## src/rtl/baggage_drop_pkg.sv

```systemverilog
// Shared types and defaults for the baggage-drop sequencing controller.
// Holds the FSM state encoding, the sensor pair-select encoding and the
// pair-selection rule used by baggage_drop_ctrl.
package baggage_drop_pkg;

    localparam int unsigned DATA_WIDTH_DEF = 8;
    localparam int unsigned FRAC_BITS_DEF  = 4;

    typedef enum logic [2:0] {
        IDLE,
        SAMPLE,
        HEIGHT,
        SQRT,
        COMPARE,
        ERROR
    } state_e;

    typedef enum logic [1:0] {
        PAIR_A,
        PAIR_B,
        PAIR_ALL,
        PAIR_NONE
    } pair_e;

    // Pair A is (s1,s3), pair B is (s2,s4); a zero reading marks a sensor faulty.
    function automatic pair_e select_pair(input logic z1, input logic z2,
                                          input logic z3, input logic z4);
        if (z1 || z3) begin
            return (z2 || z4) ? PAIR_NONE : PAIR_B;
        end else if (z2 || z4) begin
            return PAIR_A;
        end else begin
            return PAIR_ALL;
        end
    endfunction

endpackage

```

## src/rtl/baggage_drop_ctrl_isqrt.sv

```systemverilog
// seq_isqrt: restoring bit-serial integer square root.
// load_i starts a new root; one result bit is produced per cycle, MSB first,
// the first bit on the load edge itself, so the root is complete WIDTH edges
// after load and valid_o pulses for one cycle. root_o holds until next load.
module seq_isqrt #(
    parameter int unsigned WIDTH = 8
) (
    input  logic               clk,
    input  logic               rst_n,
    input  logic               load_i,
    input  logic [2*WIDTH-1:0] radicand_i,
    output logic               busy_o,
    output logic               valid_o,
    output logic [WIDTH-1:0]   root_o
);

    localparam int unsigned RW = WIDTH + 2;
    localparam int unsigned TW = WIDTH + 4;
    localparam int unsigned CW = $clog2(WIDTH) + 1;

    logic [RW-1:0]      rem_q, rem_d, rem_s, rem_n;
    logic [WIDTH-1:0]   root_q, root_d, root_s, root_n;
    logic [2*WIDTH-1:0] rad_q, rad_d, rad_s, rad_n;
    logic [CW-1:0]      cnt_q, cnt_d;
    logic               busy_q, busy_d, valid_q, valid_d;
    logic [TW-1:0]      rem_t, trial;

    // One restoring step, applied to freshly loaded operands or the running state
    always_comb begin
        rem_s  = load_i ? '0 : rem_q;
        root_s = load_i ? '0 : root_q;
        rad_s  = load_i ? radicand_i : rad_q;
        rem_t  = {rem_s, rad_s[2*WIDTH-1 -: 2]};
        trial  = {2'b00, root_s, 2'b01};
        rad_n  = {rad_s[2*WIDTH-3:0], 2'b00};
        if (rem_t >= trial) begin
            rem_n  = RW'(rem_t - trial);
            root_n = {root_s[WIDTH-2:0], 1'b1};
        end else begin
            rem_n  = RW'(rem_t);
            root_n = {root_s[WIDTH-2:0], 1'b0};
        end
    end

    // Step sequencing: count WIDTH steps from load, then flag the result
    always_comb begin
        rem_d   = rem_q;
        root_d  = root_q;
        rad_d   = rad_q;
        cnt_d   = cnt_q;
        busy_d  = busy_q;
        valid_d = 1'b0;
        if (load_i) begin
            rem_d  = rem_n;
            root_d = root_n;
            rad_d  = rad_n;
            cnt_d  = CW'(1);
            busy_d = 1'b1;
        end else if (busy_q) begin
            rem_d  = rem_n;
            root_d = root_n;
            rad_d  = rad_n;
            cnt_d  = cnt_q + CW'(1);
            if (cnt_q == CW'(WIDTH - 1)) begin
                busy_d  = 1'b0;
                valid_d = 1'b1;
            end
        end
    end

    // Engine state registers
    always_ff @(posedge clk or negedge rst_n) begin
        if (!rst_n) begin
            rem_q   <= '0;
            root_q  <= '0;
            rad_q   <= '0;
            cnt_q   <= '0;
            busy_q  <= 1'b0;
            valid_q <= 1'b0;
        end else begin
            rem_q   <= rem_d;
            root_q  <= root_d;
            rad_q   <= rad_d;
            cnt_q   <= cnt_d;
            busy_q  <= busy_d;
            valid_q <= valid_d;
        end
    end

    assign busy_o  = busy_q;
    assign valid_o = valid_q;
    assign root_o  = root_q;

endmodule

```

## src/rtl/baggage_drop_ctrl.sv

```systemverilog
// baggage_drop_ctrl: captures four altitude sensors on request, picks the
// valid sensor pair(s), averages them into a height, takes the fixed-point
// fall time t_act = sqrt(height << 2*FRAC_BITS) on a shared seq_isqrt and
// compares it against t_lim to decide drop_activated.
// Optional build macro: PERIODIC_RUN_EN adds a free-running auto-start every
// PERIOD cycles (auto-starts outside IDLE are dropped).
module baggage_drop_ctrl
    import baggage_drop_pkg::*;
#(
    parameter int unsigned DATA_WIDTH = DATA_WIDTH_DEF,
    parameter int unsigned FRAC_BITS  = FRAC_BITS_DEF,
    parameter int unsigned PERIOD     = 1000
) (
    input  logic                    clk,
    input  logic                    rst_n,
    input  logic                    start,
    input  logic [DATA_WIDTH-1:0]   sensor1,
    input  logic [DATA_WIDTH-1:0]   sensor2,
    input  logic [DATA_WIDTH-1:0]   sensor3,
    input  logic [DATA_WIDTH-1:0]   sensor4,
    input  logic [2*DATA_WIDTH-1:0] t_lim,
    input  logic                    drop_en,
    output logic                    busy,
    output logic                    done,
    output logic                    err,
    output logic [DATA_WIDTH-1:0]   height,
    output logic [DATA_WIDTH-1:0]   t_act,
    output logic                    drop_activated
);

    localparam int unsigned SW   = DATA_WIDTH + 2;
    localparam int unsigned RADW = 2 * DATA_WIDTH;

    state_e                state_q, state_d;
    logic [DATA_WIDTH-1:0] s_q [4];
    logic [DATA_WIDTH-1:0] s_d [4];
    logic [RADW-1:0]       tlim_q, tlim_d;
    pair_e                 pair_q, pair_d;
    logic [DATA_WIDTH-1:0] calc_h_q, calc_h_d, h_new;
    logic [DATA_WIDTH-1:0] height_q, height_d, t_act_q, t_act_d;
    logic                  err_q, err_d, drop_q, drop_d, done_q, done_d;
    logic                  sq_load, sq_busy, sq_valid;
    logic [RADW-1:0]       sq_rad;
    logic [DATA_WIDTH-1:0] sq_root;
    logic                  start_eff;

`ifdef PERIODIC_RUN_EN
    localparam int unsigned CNTW = (PERIOD > 1) ? $clog2(PERIOD) : 1;
    logic [CNTW-1:0] per_cnt_q, per_cnt_d;
    logic            auto_start;

    // Free-running auto-start counter, wraps after raising auto_start
    always_comb begin
        auto_start = (per_cnt_q == CNTW'(PERIOD - 1));
        per_cnt_d  = auto_start ? '0 : per_cnt_q + CNTW'(1);
    end

    // Auto-start counter register
    always_ff @(posedge clk or negedge rst_n) begin
        if (!rst_n) per_cnt_q <= '0;
        else        per_cnt_q <= per_cnt_d;
    end

    assign start_eff = start | auto_start;
`else
    logic unused_period;
    assign unused_period = (PERIOD != 0);
    assign start_eff     = start;
`endif

    // State register
    always_ff @(posedge clk or negedge rst_n) begin
        if (!rst_n) state_q <= IDLE;
        else        state_q <= state_d;
    end

    // Next-state logic; SQRT falls back to IDLE if the engine stops without a result
    always_comb begin
        state_d = state_q;
        case (state_q)
            IDLE:    if (start_eff) state_d = SAMPLE;
            SAMPLE:  state_d = HEIGHT;
            HEIGHT:  state_d = (pair_q == PAIR_NONE) ? ERROR : SQRT;
            SQRT: begin
                if (sq_valid)     state_d = COMPARE;
                else if (!sq_busy) state_d = IDLE;
            end
            COMPARE: state_d = IDLE;
            ERROR:   state_d = IDLE;
            default: state_d = IDLE;
        endcase
    end

    // Height from the selected sensors; sums are DATA_WIDTH+2 bits wide
    always_comb begin
        case (pair_q)
            PAIR_A:   h_new = DATA_WIDTH'((SW'(s_q[0]) + SW'(s_q[2]) + SW'(1)) >> 1);
            PAIR_B:   h_new = DATA_WIDTH'((SW'(s_q[1]) + SW'(s_q[3]) + SW'(1)) >> 1);
            PAIR_ALL: h_new = DATA_WIDTH'((SW'(s_q[0]) + SW'(s_q[1]) + SW'(s_q[2])
                                           + SW'(s_q[3]) + SW'(2)) >> 2);
            default:  h_new = '0;
        endcase
    end

    assign sq_rad = RADW'(h_new) << (2 * FRAC_BITS);

    // Per-state datapath and result-register updates
    always_comb begin
        s_d      = s_q;
        tlim_d   = tlim_q;
        pair_d   = pair_q;
        calc_h_d = calc_h_q;
        height_d = height_q;
        t_act_d  = t_act_q;
        err_d    = err_q;
        drop_d   = drop_q;
        done_d   = 1'b0;
        sq_load  = 1'b0;
        case (state_q)
            IDLE: begin
                if (start_eff) begin
                    s_d[0] = sensor1;
                    s_d[1] = sensor2;
                    s_d[2] = sensor3;
                    s_d[3] = sensor4;
                    tlim_d = t_lim;
                end
            end
            SAMPLE: begin
                pair_d = select_pair(s_q[0] == '0, s_q[1] == '0,
                                     s_q[2] == '0, s_q[3] == '0);
            end
            HEIGHT: begin
                if (pair_q != PAIR_NONE) begin
                    calc_h_d = h_new;
                    sq_load  = 1'b1;
                end
            end
            COMPARE: begin
                height_d = calc_h_q;
                t_act_d  = sq_root;
                drop_d   = drop_en && ({{DATA_WIDTH{1'b0}}, sq_root} < tlim_q);
                err_d    = 1'b0;
                done_d   = 1'b1;
            end
            ERROR: begin
                err_d  = 1'b1;
                drop_d = 1'b0;
                done_d = 1'b1;
            end
            default: ;
        endcase
    end

    // Sample, working and result registers
    always_ff @(posedge clk or negedge rst_n) begin
        if (!rst_n) begin
            s_q      <= '{default: '0};
            tlim_q   <= '0;
            pair_q   <= PAIR_A;
            calc_h_q <= '0;
            height_q <= '0;
            t_act_q  <= '0;
            err_q    <= 1'b0;
            drop_q   <= 1'b0;
            done_q   <= 1'b0;
        end else begin
            s_q      <= s_d;
            tlim_q   <= tlim_d;
            pair_q   <= pair_d;
            calc_h_q <= calc_h_d;
            height_q <= height_d;
            t_act_q  <= t_act_d;
            err_q    <= err_d;
            drop_q   <= drop_d;
            done_q   <= done_d;
        end
    end

    seq_isqrt #(
        .WIDTH(DATA_WIDTH)
    ) u_isqrt (
        .clk       (clk),
        .rst_n     (rst_n),
        .load_i    (sq_load),
        .radicand_i(sq_rad),
        .busy_o    (sq_busy),
        .valid_o   (sq_valid),
        .root_o    (sq_root)
    );

    assign busy           = (state_q != IDLE);
    assign done           = done_q;
    assign err            = err_q;
    assign height         = height_q;
    assign t_act          = t_act_q;
    assign drop_activated = drop_q;

endmodule

```

## config.mk

```make
export PLATFORM = sky130hd
export DESIGN_NAME = baggage_drop_ctrl
export DESIGN_NICKNAME = d
export VERILOG_FILES = /design/src/rtl/baggage_drop_pkg.sv /design/src/rtl/baggage_drop_ctrl_isqrt.sv /design/src/rtl/baggage_drop_ctrl.sv
export SDC_FILE = /design/constraint.sdc
export NUM_CORES = 1
export LEC_CHECK = 0
export BUFFER_PORTS_ARGS = -buffer_cell sky130_fd_sc_hd__buf_2
export CORE_MARGIN = 2
export CORE_UTILIZATION = 45
export DETAILED_ROUTE_END_ITERATION = 8
export PLACE_DENSITY = 0.6
export REMOVE_ABC_BUFFERS = 1
export SYNTH_ARGS = -nofsm -noshare
export SYNTH_HDL_FRONTEND = slang
export SYNTH_SLANG_ARGS = --single-unit
```

## constraint.sdc

```tcl
create_clock -name clk -period 6.2 [get_ports clk]
set_clock_uncertainty 0.2 [all_clocks]
set_input_delay 0.62 -clock clk [delete_from_list [all_inputs] [get_ports clk]]
set_output_delay 0.62 -clock clk [all_outputs]
set_load 0.01 [all_outputs]
```

==> impl_metrics.yaml, run 1 <==
timing:
  fmaxAchievable_ghz: 0.182
  tightest_slew_ps: 753
  rsz0062_at_grt: "no"
  tns_ps: 0
  setup_ws_ps: 697
  finalSetupViolCount: 0
  hold_viol: 0
  min_period_over_period_pct: 88.8
  drv_slew: 0
  relSlewSlack_pct: 49.8
  period_minus_slack_ps: 5500
  hold_slack_ps: 76.0
routing:
  via_count: 5193
  wl_per_cell_um: 15.9
  detail_route.wirelength_mm: 15.1
  vias_per_cell: 5.48
  first_pass_iters: 4
  detail_route.iter0.violations: 220
  ant_nets: 0
  drc: 0
floorplanning:
  core_um2: 14500
  rows: 44
  ios: 72
  dieArea_um2: 15700
  die_height_um: 125
  die-width_um: 125
  initial_utilization_pct: 45.8
clock_network:
  worstSkewPairLatency_ps: 360
  clock_path_buffers: 2
  ctsRootBufferMaster: "clkbuf_16"
  ctsHoldBuffers: 0
  post-cts-setup-buffers: 0
  clkTransAtPathRegs_ps: 80
  cts_tree: "built"
  cts_buffers: 9
  htreeDepth: 3
  postCtsResizedCells: 0
  cts_sinks: 110
setup_path:
  critPathArrivalTime_ps: 5600
  path_class: "reg -> reg"
  worstPathMaxFanout: 21
  cp-start-kind: "flip-flop"
  cp-end-kind: "flip-flop"
  cp.required_ps: 6300
cells_and_area:
  area_growth_pct: 12.5
  antennaDiodeCount: 0
  nNetsFinal: 868
  layout-drive-gt1-share_pct: 18.2
outcome:
  status: "complete, no violations"
synth:
  synth_top_cell_by_area: "dfrtp_1"
  yosysWarnings: 0
  synth_area_um2: 6630
  ys.flop_type: "dfrtp_1"
  seq_area_frac_synth_pct: 41.5
  ys_types: 61
  async_flop_share_pct: 100
  netlist.area_leader.share_pct: 41.5
  ys_seq_elements: 110
  yosysMostFrequentCell: "dfrtp_1"
  yosys-top-cells-count: "dfrtp_1, nand2_1, inv_1, o21ai_0, ha_1"
  synth.top_cells.by_area: "dfrtp_1, ha_1, mux2_2"
  synth-edff-count: 0
  syn_inst: 696
  synth_area_per_cell_um2: 9.52
place:
  place_ws_ps: 739
  portBuffers: 71
  place.gp.congestion: 0.902
  dp_hpwl_mm: 11.4
job:
  maxCapViolations: 0
global_route:
  grt_pass1_vias: 5366
  grt_max_degree: 62
  track_usage_pct: 20.4
  gr-total-overflow: 0
  antenna_found_initial: 0
  grt_pass1_wl_mm: 25.8
min_path:
  min_path_type: "in -> async"
## logic make-up after synthesis
logic type / after synthesis / share of synthesized area, %
compound gates: 173 / 16.5
xor+xnor: 18 / 2.38
fa+ha+maj: 58 / 12.9
buf+inv: 93 / 5.42
flops: 110 / 41.5
mux: 37 / 6.17
simple gates: 207 / 15.1
## final cells by class
type	count	area [um2]
Clock buffer	10	229
Clock inverter	6	63.8
Fill cell	1391	7020
Inverter	65	244
Multi-Input combinational cell	493	3520
Sequential cell	110	2750
Tap cell	184	230
Timing Repair Buffer	79	418
## path summary, 6_finish.rpt
check                             from                to  slack (ps)  cells after the start
max in group asynchronous        rst_n            s_q[6]        4480                      2
max reg2reg                    s_q[22]  u_isqrt.rem_q[5]         700                     19
min reg2reg                calc_h_q[1]       calc_h_q[1]         280                      2
min in group clk              t_lim[5]         tlim_q[5]         250                      3
max                            s_q[22]  u_isqrt.rem_q[5]         700                     19
min                              rst_n        tlim_q[14]          80                      1
## flip-flops by register name (all words and copies together), names as in the netlist
| name | cells |
|---|---|
| pair_q | 2 |
| err | 1 |
| tlim_q | 16 |
| u_isqrt.cnt_q | 4 |
| drop_activated | 1 |
| u_isqrt.rad_q | 6 |
| u_isqrt.valid_o | 1 |
| u_isqrt.rem_q | 10 |
| u_isqrt.busy_o | 1 |
| t_act | 8 |
| done | 1 |
| u_isqrt.root_o | 8 |
| s_q | 32 |
| height | 8 |
| state_q | 3 |
| calc_h_q | 8 |
## per-stage QoR
| step | util [%] | cells | instance area, um2 |
|---|---|---|---|
| global route | 51.5 | 947 | 7460 |
| CTS | 51.5 | 947 | 7460 |
| floorplan | - | 668 | 6510 |
| finish | 51.5 | 947 | 7460 |
| global placement | 49.5 | 931 | 7160 |
| detailed placement | 49.5 | 931 | 7160 |
## layer usage
metal / wire [um] / part of all wire, % / global-route usage (%)
met1: 6590 / 44 / 25.0
met2: 7610 / 50 / 35.8
met3: 495 / 3.3 / 2.78
met4: 384 / 2.5 / 8.95
met5: 0 / 0 / 0
## critical path, stage by stage (launching register included)
cell	delay, ps
dfrtp_1	390
inv_1	140
fa_1	460
fa_1	530
inv_1	50
ha_1	370
and3_1	190
nand2_1	50
o2111ai_1	340
o21ai_0	340
ha_1	310
nor2b_1	140
o21ai_0	110
a21oi_1	200
nor2_1	90
o211ai_1	270
nand2_1	500
nor4_1	490
o21ai_0	160
nand3_1	90
## placed cells by master (no fill, tap or decap), types with 3 or more instances in the layout
cell / synthesis / routed
nor2_1: 33 / 33
xnor2_1: 13 / 13
nand2b_1: 11 / 11
nor4_1: 10 / 10
xor2_1: 5 / 5
buf_4: 1 / 9
o31ai_1: 3 / 3
a21boi_0: 4 / 4
fa_1: 17 / 17
a21o_1: 12 / 12
mux2i_1: 6 / 6
o22ai_1: 6 / 6
a211oi_1: 10 / 10
nand3_1: 15 / 15
and3_1: 5 / 5
o221ai_1: 3 / 3
o21ai_0: 62 / 62
nor2b_1: 6 / 6
mux2_2: 31 / 31
nand3b_1: 4 / 4
inv_1: 65 / 65
clkbuf_16: 0 / 9
nand2_1: 86 / 86
nor3_1: 13 / 12
ha_1: 41 / 41
buf_2: 5 / 70
a21oi_1: 39 / 39
and2_1: 8 / 8
o21a_1: 10 / 10
nand4_1: 4 / 4
dfrtp_1: 110 / 110
Power of run 1 is left out: the tool's default activity adds up to more than one toggle a clock period on the data nets, which glitch-free logic cannot reach.
==> inputs of run 2 (changes only) <==
--- a/config.mk
+++ b/config.mk
@@ -9,8 +9,10 @@
 export CORE_MARGIN = 2
 export CORE_UTILIZATION = 45
 export DETAILED_ROUTE_END_ITERATION = 8
+export HOLD_SLACK_MARGIN = 0.06
 export PLACE_DENSITY = 0.6
 export REMOVE_ABC_BUFFERS = 1
 export SYNTH_ARGS = -nofsm -noshare
 export SYNTH_HDL_FRONTEND = slang
+export SYNTH_HIERARCHICAL = 1
 export SYNTH_SLANG_ARGS = --single-unit
==> impl_metrics.yaml, run 2 <==
cells_and_area:
  n_fill_cell: 1420
  layout.cells.non_filler: 1024
  multi_input_comb_area_um2: 3820
  seq_area_um2: 2950
  top_register: "s_q"
  layout_commonest_cell: "dfrtp_1"
  area_growth_pct: 16.0
  antennaDiodeCount: 0
  largest_reg_flops: 32
  layout_common_cells: "dfrtp_1, nand2_1, buf_2"
  layout-drive-gt1-share_pct: 18.9
  top_regs: "s_q x32, tlim_q x16, u_isqrt/rad_q x14"
  nNetsFinal: 910
synth:
  yosysMostFrequentCell: "dfrtp_1"
  yosys-top-cells-count: "dfrtp_1, nand2_1, o21ai_0, inv_1, ha_1"
  synth_top_cell_by_area: "dfrtp_1"
  ys_types: 66
  synth.top_cells.by_area: "dfrtp_1, ha_1, mux2_2"
  netlist.area_leader.share_pct: 41.6
  synth-edff-count: 0
  yosysWarnings: 6
  async_flop_share_pct: 100
  synth_area_um2: 7090
  ys.flop_type: "dfrtp_1"
  syn_inst: 726
  synth_area_per_cell_um2: 9.77
  seq_area_frac_synth_pct: 41.6
  ys_seq_elements: 118
timing:
  fmaxAchievable_ghz: 0.197
  finalSetupViolCount: 0
  drv_slew: 0
  tightest_slew_ps: 1090
  min_period_over_period_pct: 81.8
  hold_viol: 0
  hold_slack_ps: 206
  rsz0062_at_grt: "no"
  period_minus_slack_ps: 5070
  relSlewSlack_pct: 27.1
  setup_ws_ps: 1130
  tns_ps: 0
global_route:
  grt_pass1_wl_mm: 28.1
  track_usage_pct: 21.8
  antenna_found_initial: 0
  grt_max_degree: 78
  gr-total-overflow: 0
  grt_pass1_vias: 5618
routing:
  ant_nets: 0
  detail_route.wirelength_mm: 17.3
  drc: 0
  wl_per_cell_um: 16.9
  vias_per_cell: 5.43
  detail_route.iter0.violations: 389
  first_pass_iters: 5
  via_count: 5562
setup_path:
  critical_path.cell_chain: "inv_1 > fa_1 > fa_1 > inv_1 > ha_1 > or3_4 > o22ai_4 > o21ai_0 > a211o_1 > nand3_1 > nand2_1 > mux2i_1 > inv_1 > ha_1 > nor2_1 > a21oi_1 > o211a_1 > o211ai_4 > nand3_1 > a32o_1"
  crit_slowest_cell: "fa_1"
  worstPathMaxFanout: 10
  ff2ff_setup_slack_ps: 1130
  cp_common_cell: "inv_1"
  cp-end-kind: "flip-flop"
  crit_buf_inv: 3
  path_class: "reg -> reg"
  worstSetupStartpoint: "s_q[11]"
  cp-start-kind: "flip-flop"
  critPathArrivalTime_ps: 5180
  crit_family: "compound AO/OA/AOI/OAI gates"
  cp.required_ps: 6310
  max_stage_delay_ps: 520
  r2r-start: "s_q[11]"
floorplanning:
  rows: 45
  core_um2: 15300
  dieArea_um2: 16800
  ios: 72
  die-width_um: 130
  initial_utilization_pct: 46.3
  die_height_um: 130
min_path:
  min_path_type: "in -> reg"
  min_from: "sensor4[1]"
job:
  maxCapViolations: 0
clock_network:
  clkTransAtPathRegs_ps: 60
  cts_sinks: 118
  worstSkewPairLatency_ps: 420
  ctsRootBufferMaster: "clkbuf_16"
  htreeDepth: 4
  post-cts-setup-buffers: 0
  clock_path_buffers: 2
  cts_buffers: 17
  cts_tree: "built"
place:
  dp_hpwl_mm: 12.8
  place_ws_ps: 1160
  dp.cells: 991
  place.gp.congestion: 0.902
  portBuffers: 71
outcome:
  status: "complete, no violations"
run 2: cell count changes after synthesis, sizes merged, moves of 8 or more:
cell	delta
mux2i	+19
nand2b	+13
a21oi	-12
nor2b	+11
a31oi	+10
a21o	-8
dfrtp	+8
o21ai	+8
run 2: layout make-up:
class                      instances  area share [%]
clock buffer                      23            5.69
multi-input combinational        522            46.5
timing repair buffer              76            4.84
sequential                       118            35.9
clock inverter                     9           0.943
tap                              211            3.21
inverter                          65            2.97
run 2: kinds of logic (layout without fill, tap and decap cells):
group                      after synthesis  count (layout)  synth area share, %
AOI/OAI and AO/OA                      169             169                 15.4
xor gates and xnor gates                20              20                 2.47
adders and majority gates               58              58                 12.0
buffers and inverters                   93             173                 5.01
DFF                                    118             118                 41.6
muxes                                   58              58                 8.82
other                                    1               8               0.0529
and+or+nand+nor                        209             209                 14.6
run 2: per-layer routing:
layer | part of all wire, % | GRT usage, % | vias to the layer above
met5 | 0 | 0 | -
met4 | 1.8 | 7.59 | 0
met3 | 5.1 | 4.00 | 23
met2 | 44 | 33.6 | 176
met1 | 49 | 31.2 | 2685
li1 | - | - | 2678
run 2: final timing paths:
path | end | depth (start not counted)
worst min-delay path | s_q[1] | 3
worst max register to register | u_isqrt/rem_q[1] | 20
worst min register to register | calc_h_q[0] | 2
worst max-delay path | u_isqrt/rem_q[1] | 20
min in group asynchronous | s_q[4] | 2
max in group asynchronous | u_isqrt/rad_q[3] | 3
run 2: repair_timing:
action,4_1_cts,5_1_grt
resized for setup,0,0
hold buffers,1,0
endpoints found under the hold margin,41,0
run 2: worst register-to-register path: cells and delay by family, from the launching register on:
family	cells	cell delay, ps
DFF	1	400
muxes	1	250
and+or+nand+nor	5	790
AOI/OAI and AO/OA	7	1660
adders and majority gates	4	1410
buffers and inverters	3	250
run 2: per-stage QoR:
step / util, % / cell area (um2)
finish: 53.7 / 8230
CTS: 53.7 / 8230
floorplan: - / 7010
detailed placement: 50.1 / 7670
global route: 53.7 / 8230
global placement: 50.1 / 7670
Power of run 2 is left out for the same reason.
==> inputs of run 3 (changes only) <==
--- a/config.mk
+++ b/config.mk
@@ -5,12 +5,13 @@
 export SDC_FILE = /design/constraint.sdc
 export NUM_CORES = 1
 export LEC_CHECK = 0
+export ABC_AREA = 1
 export BUFFER_PORTS_ARGS = -buffer_cell sky130_fd_sc_hd__buf_2
 export CORE_MARGIN = 2
 export CORE_UTILIZATION = 45
 export DETAILED_ROUTE_END_ITERATION = 8
 export HOLD_SLACK_MARGIN = 0.06
-export PLACE_DENSITY = 0.6
+export PLACE_DENSITY = 0.62
 export REMOVE_ABC_BUFFERS = 1
 export SYNTH_ARGS = -nofsm -noshare
 export SYNTH_HDL_FRONTEND = slang
==> constraint.sdc (replaced) <==
create_clock -name clk -period 4.6 [get_ports clk]
set_clock_uncertainty 0.2 [all_clocks]
set_input_delay 0.46 -clock clk [delete_from_list [all_inputs] [get_ports clk]]
set_output_delay 0.46 -clock clk [all_outputs]
set_load 0.01 [all_outputs]
==> impl_metrics.yaml, run 3 <==
setup_path:
  worstSetupStartpoint: "s_q[20]"
  r2r-end: "u_isqrt/rem_q[4]"
  critPathArrivalTime_ps: 4410
  cp.required_ps: 4710
  cp-start-kind: "flip-flop"
  path_class: "reg -> reg"
  crit_end: "u_isqrt/rem_q[4]"
  ff2ff_setup_slack_ps: 300
  r2r-start: "s_q[20]"
  cp-end-kind: "flip-flop"
  reg2reg_depth: 24
  worstPathMaxFanout: 6
global_route:
  grt_max_degree: 70
  track_usage_pct: 21.5
  antenna_found_initial: 0
  gr-total-overflow: 0
  grt_pass1_wl_mm: 30.0
  grt_pass1_vias: 5980
cells_and_area:
  nNetsFinal: 1133
  top_regs: "s_q x32, tlim_q x16, u_isqrt/rad_q x14"
  antennaDiodeCount: 0
  layout-drive-gt1-share_pct: 15.8
  n_fill_cell: 1579
  layout_common_cells: "nand2_1, inv_1, dfrtp_1"
  fin_area_um2: 8590
  layout_commonest_cell: "nand2_1"
  area_growth_pct: 17.4
  largest_reg_flops: 32
  post-route-util_pct: 54.1
  top_register: "s_q"
routing:
  first_pass_iters: 5
  vias_per_cell: 5.02
  detail_route.wirelength_mm: 17.8
  via_count: 6279
  wl_per_cell_um: 14.2
  ant_nets: 0
  drc: 0
  detail_route.iter0.violations: 493
synth:
  seq_area_frac_synth_pct: 40.3
  synth.top_cells.by_area: "dfrtp_1, nand2_1, ha_1"
  yosysMostFrequentCell: "nand2_1"
  ys_seq_elements: 118
  ys_types: 44
  netlist.area_leader.share_pct: 40.3
  syn_inst: 934
  ys.flop_type: "dfrtp_1"
  yosysWarnings: 6
  yosys-top-cells-count: "nand2_1, inv_1, dfrtp_1, a21oi_1, nor2_1"
  synth_area_per_cell_um2: 7.84
  synth_area_um2: 7320
  synth-edff-count: 0
  async_flop_share_pct: 100
  synth_top_cell_by_area: "dfrtp_1"
timing:
  drv_slew: 0
  fmaxAchievable_ghz: 0.232
  tightest_slew_ps: 907
  min_period_over_period_pct: 93.5
  relSlewSlack_pct: 39.2
  period_minus_slack_ps: 4300
  hold_viol: 0
  setup_ws_ps: 299
  finalSetupViolCount: 0
clock_network:
  cts_buffers: 17
  ctsRootBufferMaster: "clkbuf_16"
  clock_path_buffers: 2
  cts_sinks: 118
  clkTransAtPathRegs_ps: 60
  htreeDepth: 4
  cts_tree: "built"
  worstSkewPairLatency_ps: 420
floorplanning:
  core_um2: 15900
  die-width_um: 132
  ios: 72
  rows: 46
  initial_utilization_pct: 46.1
  die_height_um: 132
  dieArea_um2: 17300
place:
  place_ws_ps: 183
  post_dp_cell_area_um2: 7870
  place.gp.congestion: 0.958
  dp_hpwl_mm: 13.3
  portBuffers: 71
job:
  maxCapViolations: 0
min_path:
  hold_depth: 2
  min_path_type: "in -> reg"
outcome:
  status: "complete, no violations"
==> run 3: cell count changes after synthesis, sizes merged, moves of 24 or more <==
cell    delta
a21oi     +51
nor2      +46
nand2    +158
nand2b    -24
mux2      -25
nand3     +65
mux2i     -25
inv       +74
o21ai     -25
==> run 3: how the worst min path moves through the flow <==
stage | from | slack [ps] | to
2_1_floorplan | rst_n | -40 | calc_h_q[0]
3_3_place_gp | t_act[1] | 250 | t_act[1]
3_5_place_dp | err | 250 | err
4_1_cts | t_lim[14] | 60 | tlim_q[14]
5_1_grt | t_lim[12] | 70 | tlim_q[12]
6_report | t_lim[12] | 70 | tlim_q[12]
==> run 3: layout make-up <==
type                    instances  area (um2)  share of cell area [%]
repair buffers                 87         493                    5.74
well taps                     216         270                    3.15
inverters                     143         537                    6.25
clock inverters                13         148                    1.72
flip-flops and latches        118        2950                    34.4
multi-input cells             656        3750                    43.6
clock buffers                  19         443                    5.15
==> run 3: cell families after synthesis <==
family	after synthesis	synth area share, %
AOI/OAI and AO/OA	145	10.8
xor gates and xnor gates	5	0.598
adders and majority gates	58	11.7
buffers and inverters	168	9.35
DFF	118	40.3
muxes	8	1.54
other	1	0.0512
and+or+nand+nor	431	25.7
==> run 3: what timing repair did <==
action,in CTS,in global routing
buffers inserted,0,4
endpoints found under the hold margin,61,0
hold buffers,6,0
gates resized for setup,0,13
endpoints found under the setup margin,0,11
==> run 3: through the flow <==
stage               TNS (ps)  hold slack (ps)  cells
floorplan                  0            -35.6    916
global placement           0              252   1209
detailed placement         0              253   1209
CTS                        0             61.0   1247
global route           -17.4             67.1   1252
finish                     0             69.9   1252
==> run 3: routing by layer <==
layer	part of all wire (%)	up-vias	wire length, um	GRT usage (%)
li1	-	3193	-	-
met4	1.5	0	264	7.00
met5	0	-	0	0
met2	43	185	7680	31.8
met1	50	2879	8850	32.1
met3	5.6	22	990	3.63
==> run 3: critical path, stage by stage (launching register included) <==
cell      delay (ps)
dfrtp_1          380
inv_1            160
fa_1             460
fa_1             510
inv_1             40
ha_1             360
a21oi_1          220
o21ai_1          120
nand2_1           70
nand3_1           70
nand2_1           60
nand3_1           90
inv_1             70
nand2_1           70
nand2_2          140
ha_1             200
nand3b_1         160
nand3_2          130
nand2_2          160
nand3_4          130
buf_4            170
nand2_1           50
nand2_1           50
nand2_1           50
nand2_1           60
Power of run 3 is left out for the same reason.
